$ cat src/rtl/instr_pkg.sv
// Shared types, constants and helpers for the instrumentation output monitor.
package instr_pkg;

  localparam int CNT_W = 32;
  localparam logic [CNT_W-1:0] SAT_MAX = '1;
  localparam int FOLD_MAX_W = 1024;

  typedef enum logic [1:0] {
    IDLE       = 2'd0,
    WAIT_FIRST = 2'd1,
    RUN        = 2'd2
  } mon_state_e;

  function automatic logic [31:0] rotl1(input logic [31:0] v);
    return {v[30:0], v[31]};
  endfunction

  // Callers zero-extend narrower data, which gives the zero-padded last slice.
  function automatic logic [31:0] fold32(input logic [FOLD_MAX_W-1:0] d);
    logic [31:0] f;
    f = '0;
    for (int i = 0; i < FOLD_MAX_W / 32; i++) f ^= d[i*32 +: 32];
    return f;
  endfunction

  function automatic logic [CNT_W-1:0] sat_inc(input logic [CNT_W-1:0] v);
    return (v == SAT_MAX) ? v : v + 1'b1;
  endfunction

endpackage

$ cat src/rtl/instr_output_monitor_if.sv
// AXI-Stream style handshake between the DUT output and the monitor sink.
interface instr_output_monitor_if #(
  parameter int DATA_WIDTH = 32
);
  logic [DATA_WIDTH-1:0] tdata;
  logic                  tvalid;
  logic                  tready;

  modport master (output tdata, output tvalid, input tready);
  modport slave  (input tdata, input tvalid, output tready);
endinterface

$ cat src/rtl/instr_sat_counter.sv
// Cycle counter with clear, restart-at-1 and saturating increment.
module instr_sat_counter
  import instr_pkg::*;
(
  input  logic             clk_i,
  input  logic             rst_ni,
  input  logic             clr_i,
  input  logic             restart_i,
  input  logic             inc_i,
  output logic [CNT_W-1:0] cnt_o
);

  logic [CNT_W-1:0] cnt_q, cnt_d;

  always_comb begin
    cnt_d = cnt_q;
    if (clr_i)          cnt_d = '0;
    else if (restart_i) cnt_d = CNT_W'(1);
    else if (inc_i)     cnt_d = sat_inc(cnt_q);
  end

  always_ff @(posedge clk_i or negedge rst_ni) begin
    if (!rst_ni) cnt_q <= '0;
    else         cnt_q <= cnt_d;
  end

  assign cnt_o = cnt_q;

endmodule

$ cat src/rtl/instr_output_monitor.sv
// Output-stream sink: measures first-beat latency, frame count, frame interval
// and a signature of the first completed frame.
module instr_output_monitor
  import instr_pkg::*;
#(
  parameter int DATA_WIDTH  = 32,
  parameter int FRAME_BEATS = 16
) (
  input  logic                  ap_clk,
  input  logic                  ap_rst_n,
  input  logic                  enable,
  input  logic                  in_first_beat,
  instr_output_monitor_if.slave s_axis,
  output logic [31:0]           status_o,
  output logic [31:0]           latency,
  output logic [31:0]           interval,
  output logic [31:0]           checksum,
  output logic                  checksum_valid
);

  localparam int BW = (FRAME_BEATS > 1) ? $clog2(FRAME_BEATS) : 1;
  localparam logic [BW-1:0] LAST_BEAT = BW'(FRAME_BEATS - 1);

  mon_state_e       state_q, state_d;
  logic             en_q;
  logic             seen_q, seen_d;
  logic             ivl_run_q, ivl_run_d;
  logic [BW-1:0]    beat_q, beat_d;
  logic [CNT_W-1:0] status_q, status_d;
  logic [CNT_W-1:0] latency_q, latency_d;
  logic [CNT_W-1:0] interval_q, interval_d;
  logic [31:0]      chk_q, chk_d;
  logic             chk_vld_q, chk_vld_d;

  logic             lat_clr, lat_rst, lat_inc;
  logic             ivl_clr, ivl_rst, ivl_inc;
  logic [CNT_W-1:0] lat_cnt, ivl_cnt;
  logic             accept, first_ifb;
  logic [FOLD_MAX_W-1:0] tdata_w;

  assign s_axis.tready = (state_q != IDLE);
  assign accept        = s_axis.tvalid && s_axis.tready;

  always_comb begin
    tdata_w = '0;
    tdata_w[DATA_WIDTH-1:0] = s_axis.tdata;
  end

  always_comb begin
    state_d    = state_q;
    seen_d     = seen_q;
    ivl_run_d  = ivl_run_q;
    beat_d     = beat_q;
    status_d   = status_q;
    latency_d  = latency_q;
    interval_d = interval_q;
    chk_d      = chk_q;
    chk_vld_d  = chk_vld_q;
    lat_clr    = 1'b0;
    lat_rst    = 1'b0;
    lat_inc    = 1'b0;
    ivl_clr    = 1'b0;
    ivl_rst    = 1'b0;
    ivl_inc    = 1'b0;
    first_ifb  = 1'b0;

    // Disable wins over everything, including a handshake in the same cycle.
    if (!enable) begin
      state_d = IDLE;
    end else begin
      unique case (state_q)
        IDLE: begin
          if (!en_q) begin
            state_d    = WAIT_FIRST;
            seen_d     = 1'b0;
            ivl_run_d  = 1'b0;
            beat_d     = '0;
            status_d   = '0;
            latency_d  = '0;
            interval_d = '0;
            chk_d      = '0;
            chk_vld_d  = 1'b0;
            lat_clr    = 1'b1;
            ivl_clr    = 1'b1;
          end
        end
        WAIT_FIRST, RUN: begin
          if (state_q == WAIT_FIRST) begin
            first_ifb = in_first_beat && !seen_q;
            // Counter reads k in the k-th cycle after the first pulse.
            if (first_ifb) begin
              seen_d  = 1'b1;
              lat_rst = 1'b1;
            end else if (seen_q) begin
              lat_inc = 1'b1;
            end
            if (accept) begin
              state_d   = RUN;
              latency_d = first_ifb ? '0 : (seen_q ? lat_cnt : SAT_MAX);
            end
          end
          ivl_inc = ivl_run_q;
          if (accept) begin
            if (!chk_vld_q) chk_d = rotl1(chk_q) ^ fold32(tdata_w);
            if (beat_q == LAST_BEAT) begin
              beat_d    = '0;
              status_d  = sat_inc(status_q);
              chk_vld_d = 1'b1;
              ivl_rst   = 1'b1;
              ivl_run_d = 1'b1;
              if (ivl_run_q) interval_d = ivl_cnt;
            end else begin
              beat_d = beat_q + 1'b1;
            end
          end
        end
        default: state_d = IDLE;
      endcase
    end
  end

  always_ff @(posedge ap_clk or negedge ap_rst_n) begin
    if (!ap_rst_n) state_q <= IDLE;
    else           state_q <= state_d;
  end

  always_ff @(posedge ap_clk or negedge ap_rst_n) begin
    if (!ap_rst_n) begin
      en_q       <= 1'b0;
      seen_q     <= 1'b0;
      ivl_run_q  <= 1'b0;
      beat_q     <= '0;
      status_q   <= '0;
      latency_q  <= '0;
      interval_q <= '0;
      chk_q      <= '0;
      chk_vld_q  <= 1'b0;
    end else begin
      en_q       <= enable;
      seen_q     <= seen_d;
      ivl_run_q  <= ivl_run_d;
      beat_q     <= beat_d;
      status_q   <= status_d;
      latency_q  <= latency_d;
      interval_q <= interval_d;
      chk_q      <= chk_d;
      chk_vld_q  <= chk_vld_d;
    end
  end

  instr_sat_counter u_lat_cnt (
    .clk_i     (ap_clk),
    .rst_ni    (ap_rst_n),
    .clr_i     (lat_clr),
    .restart_i (lat_rst),
    .inc_i     (lat_inc),
    .cnt_o     (lat_cnt)
  );

  instr_sat_counter u_ivl_cnt (
    .clk_i     (ap_clk),
    .rst_ni    (ap_rst_n),
    .clr_i     (ivl_clr),
    .restart_i (ivl_rst),
    .inc_i     (ivl_inc),
    .cnt_o     (ivl_cnt)
  );

  assign status_o       = status_q;
  assign latency        = latency_q;
  assign interval       = interval_q;
  assign checksum       = chk_q;
  assign checksum_valid = chk_vld_q;

endmodule
$ cat src/flat_wrapper.sv
// flat-port wrapper written by rule: the top's interface ports become plain ports
module instr_output_monitor_flat import instr_pkg::*;
#(
  parameter int DATA_WIDTH  = 32,
  parameter int FRAME_BEATS = 16
)
  (ap_clk, ap_rst_n, enable, in_first_beat, status_o, latency, interval, checksum, checksum_valid, s_axis_tdata, s_axis_tvalid, s_axis_tready);
  instr_output_monitor_if #(.DATA_WIDTH(DATA_WIDTH)) s_axis_i ();
  input  logic ap_clk;
  input  logic ap_rst_n;
  input  logic enable;
  input  logic in_first_beat;
  output logic [31:0] status_o;
  output logic [31:0] latency;
  output logic [31:0] interval;
  output logic [31:0] checksum;
  output logic checksum_valid;
  input wire logic [$bits(s_axis_i.tdata)-1:0] s_axis_tdata;
  input wire logic [$bits(s_axis_i.tvalid)-1:0] s_axis_tvalid;
  output wire logic [$bits(s_axis_i.tready)-1:0] s_axis_tready;
  assign s_axis_i.tdata = s_axis_tdata;
  assign s_axis_i.tvalid = s_axis_tvalid;
  assign s_axis_tready = s_axis_i.tready;
  instr_output_monitor #(.DATA_WIDTH(DATA_WIDTH), .FRAME_BEATS(FRAME_BEATS)) u_core (.ap_clk(ap_clk), .ap_rst_n(ap_rst_n), .enable(enable), .in_first_beat(in_first_beat), .s_axis(s_axis_i), .status_o(status_o), .latency(latency), .interval(interval), .checksum(checksum), .checksum_valid(checksum_valid));
endmodule
$ cat config.mk
export PLATFORM = sky130hd
export DESIGN_NAME = instr_output_monitor_flat
export DESIGN_NICKNAME = d
export VERILOG_FILES = /design/src/rtl/instr_pkg.sv /design/src/rtl/instr_output_monitor_if.sv /design/src/rtl/instr_sat_counter.sv /design/src/rtl/instr_output_monitor.sv /design/src/flat_wrapper.sv
export SDC_FILE = /design/constraint.sdc
export NUM_CORES = 1
export LEC_CHECK = 0
export ABC_AREA = 1
export CAP_MARGIN = 30
export CORE_MARGIN = 4
export CORE_UTILIZATION = 35
export CTS_CLUSTER_SIZE = 8
export DETAILED_ROUTE_END_ITERATION = 12
export PLACE_DENSITY_LB_ADDON = 0.08
export RECOVER_POWER = 50
export SYNTH_ARGS = -nofsm -noshare
export SYNTH_HDL_FRONTEND = slang
export SYNTH_HIERARCHICAL = 1
export SYNTH_SLANG_ARGS = --single-unit
export TNS_END_PERCENT = 100
$ cat constraint.sdc
create_clock -name ap_clk -period 2.61 [get_ports ap_clk]
set_input_delay 0.261 -clock ap_clk [delete_from_list [all_inputs] [get_ports ap_clk]]
set_output_delay 0.261 -clock ap_clk [all_outputs]
set_load 0.005 [all_outputs]
==> qor.yml <==
max_freq_ghz: 0.4213
firstDrtPassIters: 8
synth_cell_type_count: 38
slowest_delay_ps: 400
cts_tree: "yes"
fin_crit_ps: 2373
worst_ep_required_time_ps: 3060
synth_top_cell_area_share_pct: 44.18
finalSetupViolations: 0
yosysMostFrequentCell: "nand2_1"
hold_ws_ps: 287.7
place_area_um2: 13660
crit_type: "reg -> reg"
finalWorstSetupSlack_ps: 236.6
clock_sinks: 201
max-slew-margin-rel_pct: 2.529
path_clk_slew_ps: 50
internal_power_mw: 6.931
grt_use_total_pct: 19.32
tightestPinTransition_ps: 1462
synth.area.top_cells: "dfrtp_1, nand2_1, nor2_1"
rows: 65
power_switching_mw: 3.791
clockPowerShare_pct: 30.4
regArea_um2: 5030
skew_ps: 14.85
htreeDepth: 1
fin_total_pwr_mw: 10.72
start_kind: "flop"
powerDensity_nw_per_um2: 745.1
slowest_stage: "ha_1"
synthArstFlopShare_pct: 100.0
seqPwrFrac_pct: 36.8
portBuffers: 166
ir_drop_v: 0.0005049
synth_area_leader_cell: "dfrtp_1"
hold_viol_final: 0
antenna_cells: 0
cts_root_buf: "clkbuf_16"
synth_enable_flop_cells: 0
leakagePower_nw: 6.386
num-fill-cells: 3202
final_nets: 1750
routed_wl_um: 34150
ys_seq_elements: 201
core_um2: 31800
path_cells: "inv_1, ha_1, inv_2, nand2_1, nand2_1, nor2_4, nand2_2, nor2_4, buf_4, buf_4, o21ai_0, o21ai_1"
grt_pass1_wl_um: 57660
switching_share_pct: 35.35
power_frac_comb_pct: 32.8
vias: 10705
synth_top_flop_cell: "dfrtp_1"
area_growth_pct: 26.39
grt_pass1_vias: 10623
fin_area_um2: 14390
syn-num-nets: 1572
vias_per_cell: 4.998
drt_iter0_markers: 854
dpl_worst_slack_ps: 261.4
drive_above_1_share_pct: 7.206
yosys_warnings: 6
dp_hpwl_um: 24260
status: "finished clean"
setup_tns_ps: 0
overflow: 0
worstPathMaxFanout: 23
dieWidth_um: 188.4
ys_seq_area_share_pct: 44.18
ios: 167
antenna_found_initial: 1
die-area_um2: 35480
avgSynthCellArea_um2: 7.451
syn_area_um2: 11380
cap_violations: 0
rsz0062_at_grt: "true"
cts_max_path_buffers: 3
ant_nets: 0
cp.arrival_ps: 2820
multiInputGateArea_um2: 5512
place_congestion: 0.8951
wl_per_cell_um: 15.94
clock_latency_ps: 540
finalCritPeriodShare_pct: 90.93
hold_class: "in -> reg"
synthCells: 1528
synth_commonest_cells: "nand2_1, dfrtp_1, nor2_1, inv_1, nand3_1"
cts_buffers: 29
grt_max_degree: 56
crit_path_end_kind: "flop"
drv_slew: 0
drcViolationCount: 0
fp.dieH_um: 188.4
start_util_pct: 35.80
layer usage:
| metal | global-route usage (%) | routed length, um |
|---|---|---|
| met5 | 0 | 14 |
| met2 | 30.96 | 15240 |
| met3 | 3.594 | 1907 |
| met1 | 27.63 | 16350 |
| met4 | 3.756 | 639 |
cells in the final DEF, fill, tap and decap left out, types with 2 or more instances in the layout:
| cell | count |
|---|---|
| a21oi_1 | 5 |
| a21oi_2 | 2 |
| a21oi_4 | 2 |
| and2_1 | 2 |
| buf_12 | 3 |
| buf_4 | 35 |
| clkbuf_1 | 2 |
| clkbuf_16 | 29 |
| clkbuf_2 | 3 |
| clkdlybuf4s50_1 | 102 |
| clkinv_1 | 2 |
| dfrtp_1 | 201 |
| dlygate4sd3_1 | 64 |
| ha_1 | 7 |
| inv_1 | 141 |
| inv_2 | 5 |
| nand2_1 | 419 |
| nand2_2 | 7 |
| nand2_4 | 2 |
| nand3_1 | 117 |
| nand3_4 | 2 |
| nand3b_1 | 3 |
| nand4_1 | 59 |
| nor2_1 | 193 |
| nor2_2 | 4 |
| nor2_4 | 10 |
| nor3_1 | 11 |
| nor3b_1 | 2 |
| o211ai_1 | 33 |
| o21ai_0 | 86 |
| o21ai_1 | 38 |
| o21ai_2 | 6 |
| o21bai_1 | 7 |
| o22ai_1 | 32 |
| or2_2 | 9 |
| xnor2_1 | 39 |
| xor2_1 | 17 |
stage by stage:
stage / instances / util [%]
2_1_floorplan: 1528 / -
3_3_place_gp: 2109 / 42.96
3_5_place_dp: 2109 / 42.96
4_1_cts: 2142 / 45.32
5_1_grt: 2142 / 45.25
6_report: 2142 / 45.25
what timing repair did:
action / 4_1_cts / 5_1_grt
buffers inserted: 0 / 0
gates resized for setup: 0 / 1
setup endpoints to repair: 0 / 1
hold endpoints to repair: 51 / 0
hold buffers: 1 / 0
worst max-delay path: cells and delay by family (launching register included):
family | cells | cell delay (ps)
compound gates | 2 | 280
fa+ha+maj | 1 | 400
buf+inv | 4 | 790
flops | 1 | 380
simple gates | 5 | 440
kinds of logic after synthesis:
| logic type | synth area share (%) |
|---|---|
| compound gates | 10.99 |
| buf+inv | 7.572 |
| xor+xnor | 4.308 |
| simple gates | 32.18 |
| flops | 44.18 |
| fa+ha+maj | 0.7693 |
area by class of cell:
cell class                 count  area share, %
timing repair buffer         208          13.95
tap                          435          3.783
clock buffer                  31          5.096
inverter                     148          3.861
sequential                   201          34.96
multi-input combinational   1118          38.30
clock inverter                 1        0.05217
flip-flops by register name, summed over array words and instances, names as in the netlist:
name,cells
u_core/checksum,32
u_core/interval,32
u_core/latency,32
u_core/status_o,32
u_core/u_ivl_cnt/cnt_o,32
u_core/u_lat_cnt/cnt_o,32
u_core/beat_q,4
u_core/state_q,2
u_core/checksum_valid,1
u_core/en_q,1
u_core/seen_q,1
final timing paths:
| check | from | to | slack (ps) | depth (start not counted) |
|---|---|---|---|---|
| worst max-delay path | u_core/state_q[1]$_DFFE_PN0P_ | u_core/u_ivl_cnt/cnt_o[0]$_DFFE_PN0P_ | 240 | 12 |
| worst min-delay path | enable | u_core/en_q$_DFF_PN0_ | 290 | 1 |
| worst max register to register | u_core/state_q[1]$_DFFE_PN0P_ | u_core/u_ivl_cnt/cnt_o[0]$_DFFE_PN0P_ | 240 | 12 |
| worst min register to register | u_core/latency[28]$_DFFE_PN0P_ | u_core/latency[28]$_DFFE_PN0P_ | 500 | 2 |
| max in group asynchronous | ap_rst_n | u_core/latency[0]$_DFFE_PN0P_ | 460 | 3 |
| min in group asynchronous | ap_rst_n | u_core/status_o[4]$_DFFE_PN0P_ | 630 | 2 |
power by group through the flow:
| stage | combinational [mW] | clock (mW) | sequential [mW] |
|---|---|---|---|
| 5_1_grt | 3.91 | 3.50 | 4.01 |
| 6_report | 3.52 | 3.26 | 3.94 |
| 4_1_cts | 3.63 | 3.39 | 3.96 |
| 2_1_floorplan | 1.95 | 0 | 3.97 |
| 3_3_place_gp | 3.58 | 0 | 4.00 |
| 3_5_place_dp | 3.60 | 0 | 4.00 |
Note: power is estimated with default switching activity, not from simulation.
==> RTL change 1: new RTL, config.mk and constraints unchanged <==
Make the reset (`ap_rst_n` and `rst_ni`) synchronous in 3 clocked blocks.
--- a/src/rtl/instr_sat_counter.sv
+++ b/src/rtl/instr_sat_counter.sv
@@ -19,7 +19,7 @@
     else if (inc_i)     cnt_d = sat_inc(cnt_q);
   end
 
-  always_ff @(posedge clk_i or negedge rst_ni) begin
+  always_ff @(posedge clk_i) begin
     if (!rst_ni) cnt_q <= '0;
     else         cnt_q <= cnt_d;
   end
--- a/src/rtl/instr_output_monitor.sv
+++ b/src/rtl/instr_output_monitor.sv
@@ -119,12 +119,12 @@
     end
   end
 
-  always_ff @(posedge ap_clk or negedge ap_rst_n) begin
+  always_ff @(posedge ap_clk) begin
     if (!ap_rst_n) state_q <= IDLE;
     else           state_q <= state_d;
   end
 
-  always_ff @(posedge ap_clk or negedge ap_rst_n) begin
+  always_ff @(posedge ap_clk) begin
     if (!ap_rst_n) begin
       en_q       <= 1'b0;
       seen_q     <= 1'b0;
Function: differs if ap_rst_n is asserted again (counterexample within 4 cycles, from zero or initial values and one cycle with ap_rst_n low); with ap_rst_n held inactive, the same outputs for 4 cycles.
==> RTL change 1 against the unedited design <==
Wire length shrank 5.6%; count of clock-buffer cells in the layout grew 4; synthesized area shrank 2.6%; synthesized cell count grew 12%; largest power group unchanged; sequential power shrank 6.6%; first-iteration DRC count shrank 37%; sequential cell count is the same; final area shrank 3.3%; total power shrank 11%; worst setup slack gained 0.056 ns; die area shrank 2.5%; hold slack gained 0.067 ns.
==> RTL change 1: results (changes against the unedited design) <==
Outcome
  • Status: complete, no violations

Final layout
  • Final non-filler cell total: 2,273 (+6.1%)
  • Layout cells sized above 1: 0.0741 (+0.00200)
  • N_diodes: 0 (unchanged)
  • Final #Nets: 1,918 (+9.6%)

Logic synthesis
  • Net Count, Synth: 1,754 (+12%)
  • Ys async rst share: 0 (-1.00)
  • Most frequent cells after synthesis: 493 x nand2_1, 310 x nor2_1, 201 x dfxtp_1, 163 x inv_1, 135 x a21oi_1
  • Yosys cell types: 41 (+7.9%)
  • Cells after Synth: 1,709 (+12%)
  • Synth area leaders: dfxtp_1 36%, nand2_1 17%, nor2_1 10%
  • Post-synthesis sequential area ratio: 0.363 (-0.0788)

Power and ir drop
  • Sequential power share: 0.387 (+0.019)
  • Net switching power: 0.00299 W (-21%)
  • Pleak: 5.84 nW (-8.6%)
  • Combinational group share of total power: 0.269 (-0.059)
  • VDD IR max: 523 µV (+3.7%)
  • P_comb: 0.00255 W (-28%)

Place
  • Port Buffer Count: 166 (unchanged)
  • Placement Setup Slack: 0.187 ns (-0.0747 ns)
  • Post-DP Area: 13,200 µm² (-3.7%)
  • Placed cells: 2,238 (+6.1%)
  • DP HPWL: 23.3 mm (-3.9%)
  • Final Wtd Congestion: 0.863 (-3.6%)

Min path
  • Hold depth: 3 (+2)
  • Min-Delay Endpoint: u_core/en_q
  • Worst hold path startpoint: enable

Detailed routing
  • Metal1 wirelength: 15.2 mm (-7.0%)
  • Via count of the routed design: 10,800 (+1.1%)
  • Top Layer Used: met4
  • DR pass1 iterations: 5 (-3)
  • DR WL met2: 14.8 mm (-2.7%)
  • DR WL/cell: 14.2 µm (-11%)
  • DR iter-0 viols: 536 (-37%)
  • DR WL met3: 1.64 mm (-14%)

Timing
  • Setup TNS: 0 ns (unchanged)
  • Skew final: 0.00996 ns (-0.00489 ns)
  • Slew headroom: 0.565 (+0.539)
  • Fin crit share: 0.888 (-0.0214)
  • WHS: 0.354 ns (+0.0667 ns)

Worst setup path
  • Worst setup path startpoint: u_core/state_q[1]
  • CP Max Fanout: 28 (+22%)
  • CP delay by family, top: simple AND/OR/NAND/NOR gates
  • Critical-path top delay cell: ha_2
  • Critical Path AT: 2.77 ns (-0.05 ns)
  • Setup slack, reg-to-reg: 0.29 ns (+0.06 ns)
  • Slowest Stage Delay on Critical Path: 0.42 ns (+0.02 ns)

GRT
  • Met2 Usage GRT: 0.306 (-0.00403)
  • First-pass GRT wire length: 51.9 mm (-10%)
  • Initial antenna violation count: 0 (-1)
  • Tot GR Track Use: 0.181 (-0.0123)
  • GR Util met1: 0.246 (-0.0303)
  • Vias in the first global route: 10,100 (-4.9%)
  • Largest net degree at the start of global routing: 43 (-23%)
  • GR Util met3: 0.0303 (-0.00565)

CTS
  • Worst skew pair latency: 0.53 ns
  • CTS H-tree lvls: 1 (unchanged)
RTL change 1: cell types whose count changed in the layout (fill, tap and decap cells not counted), sizes merged, moves of 81 or more:
cell / delta
o21ai: -81
a21oi: +151
dfxtp: +201
nand2: +83
dfrtp: -201
nor2: +124
RTL change 1: cell families (layout without fill, tap and decap cells):
family | count (synthesis) | in the layout | share of synthesized area
XOR/XNOR | 62 | 62 | 0.0490
buffers and inverters | 235 | 403 | 0.0903
adder cells (fa/ha/maj) | 8 | 8 | 0.00903
AO/OA/AOI/OAI | 217 | 217 | 0.109
flip-flops | 201 | 201 | 0.363
AND/OR/NAND/NOR | 986 | 986 | 0.379
RTL change 1: cell type report:
cell class	instances	area [µm²]
fill	3286	17000
multi-input combinational	1273	6090
sequential	201	4020
timing repair buffer	195	1900
clock buffer	35	758
inverter	173	649
tap	396	495
RTL change 1: repair_timing:
item | 4_1_cts | 5_1_grt
setup buffers | 0 | 0
hold buffers | 0 | 0
endpoints found under the setup margin | 0 | 26
gates resized for setup | 0 | 2
==> RTL change 2: new RTL, same flow settings <==
Made on the original files. `DATA_WIDTH` is set to 32 in 3 places; all go to 48.
--- a/src/rtl/instr_output_monitor_if.sv
+++ b/src/rtl/instr_output_monitor_if.sv
@@ -1,6 +1,6 @@
 // AXI-Stream style handshake between the DUT output and the monitor sink.
 interface instr_output_monitor_if #(
-  parameter int DATA_WIDTH = 32
+  parameter int DATA_WIDTH = 48
 );
   logic [DATA_WIDTH-1:0] tdata;
   logic                  tvalid;
--- a/src/rtl/instr_output_monitor.sv
+++ b/src/rtl/instr_output_monitor.sv
@@ -3,7 +3,7 @@
 module instr_output_monitor
   import instr_pkg::*;
 #(
-  parameter int DATA_WIDTH  = 32,
+  parameter int DATA_WIDTH  = 48,
   parameter int FRAME_BEATS = 16
 ) (
   input  logic                  ap_clk,
--- a/src/flat_wrapper.sv
+++ b/src/flat_wrapper.sv
@@ -1,7 +1,7 @@
 // flat-port wrapper written by rule: the top's interface ports become plain ports
 module instr_output_monitor_flat import instr_pkg::*;
 #(
-  parameter int DATA_WIDTH  = 32,
+  parameter int DATA_WIDTH  = 48,
   parameter int FRAME_BEATS = 16
 )
   (ap_clk, ap_rst_n, enable, in_first_beat, status_o, latency, interval, checksum, checksum_valid, s_axis_tdata, s_axis_tvalid, s_axis_tready);
Ports: changed (resized s_axis_tdata); port bits go from 167 to 183. The function was not compared with the original's and may differ.
==> RTL change 2 against the unedited design <==
Total power down 2.6%; final area is 2.3% higher; largest cell class unchanged; cell count is 2.2% higher; wire length increased by 0.68%; critical endpoint is now u_core/u_lat_cnt/cnt_o[10]; sequential cell count is the same; synthesized area rose by 1.4%; the flow now finishes with violations (max-capacitance violations, max-slew violations); synthesized cell count grew 1.6%; highest routed layer is now met4; count of clock-buffer cells in the layout increased by 4; worst setup slack improved by 0.099 ns.
==> RTL change 2: results (changes against the unedited design) <==
Job
  • Max Cap Violations: 1 (+1)

GRT
  • GR Util met1: 0.278 (+0.00125)
  • Vias in the first global route: 10,800 (+2.1%)
  • GR Util met3: 0.0317 (-0.00420)
  • Met2 Usage GRT: 0.296 (-0.0141)
  • Tot GR Track Use: 0.190 (-0.00369)

Logic synthesis
  • Post-synthesis sequential area ratio: 0.436 (-0.00599)
  • Adder-cell area share of the yosys netlist: 0.00759 (-0.000104)
  • Synth area leaders: dfrtp_1 44%, nand2_1 14%, nor2_1 5.7%
  • Synth Area in XOR/XNOR: 0.0478 (+0.00473)
  • Most frequent cells after synthesis: 417 x nand2_1, 201 x dfrtp_1, 176 x nor2_1, 133 x inv_1, 110 x nand3_1

Power and ir drop
  • VDD IR max: 516 µV (+2.1%)
  • Net switching power: 0.00361 W (-4.6%)
  • Sequential power share: 0.369 (about the same)
  • Clk pwr share: 0.324 (+0.020)

Worst setup path
  • CP Max Fanout: 30 (+30%)
  • Reg2Reg Depth: 11 (-1)
  • CP delay by family, top: simple AND/OR/NAND/NOR gates
  • Critical Path AT: 2.69 ns (-0.13 ns)
  • R2r endpoint: u_core/u_lat_cnt/cnt_o[10]
  • Critical-path top delay cell: nor3_1
  • Setup crit end: u_core/u_lat_cnt/cnt_o[10]

Detailed routing
  • DR iter-0 viols: 694 (-19%)
  • Drt total wl: 34.4 mm (+0.68%)
  • DR WL met2: 14.9 mm (-2.5%)
  • Top Layer Used: met4
  • Metal1 wirelength: 17.0 mm (+3.7%)
  • DR WL met3: 2.02 mm (+6.1%)
  • DR pass1 iterations: 7 (-1)
  • Vias per cell: 4.98 (-0.37%)

Final layout
  • Non-clock buffers, area share: 0.146 (+0.00685)
  • Fill count: 3,377 (+5.5%)
  • Non-clk bufs: 221 (+6.3%)
  • Final #Nets: 1,801 (+2.9%)
  • #MultiIn Comb: 1,146 (+2.5%)
  • Clock buffers: 35 (+13%)
  • Footprint of the multi-input gates: 5660 µm² (+2.7%)
  • Non-clk invs: 142 (-4.1%)
  • N_diodes: 1 (+1)

Outcome
  • Status: complete, but fails checks
  • Violated checks: max-capacitance violations, max-slew violations

Timing
  • Slew Limit Fails: 67 (+67)
  • Skew final: 0.0193 ns (+0.00444 ns)

Place
  • DP HPWL: 24.5 mm (+1.2%)
  • Final Wtd Congestion: 0.894 (-0.17%)
  • Port Buffer Count: 182 (+9.6%)
## RTL change 2: cell count changes after synthesis, moves of 8 or more
cell,delta
o21ai_1,+40
o22ai_1,-29
o21ai_0,+20
nor2_1,-19
a21oi_1,+17
inv_1,-8
xor2_1,+8
## RTL change 2: stage by stage
stage          hold slack [ns]  instance area, µm²  std cells   util
2_1_floorplan          -0.0346               11500       1553      -
3_3_place_gp             0.319               13900       2151  0.428
3_5_place_dp             0.321               13900       2151  0.428
4_1_cts                  0.244               14700       2188  0.453
5_1_grt                  0.378               14700       2189  0.452
6_report                 0.380               14700       2189  0.452
## RTL change 2: cells by family after synthesis
| kind of cell | Yosys count |
|---|---|
| AOI/OAI and AO/OA | 249 |
| xor gates and xnor gates | 63 |
| adders and majority gates | 7 |
| buffers and inverters | 206 |
| DFF | 201 |
| and+or+nand+nor | 827 |
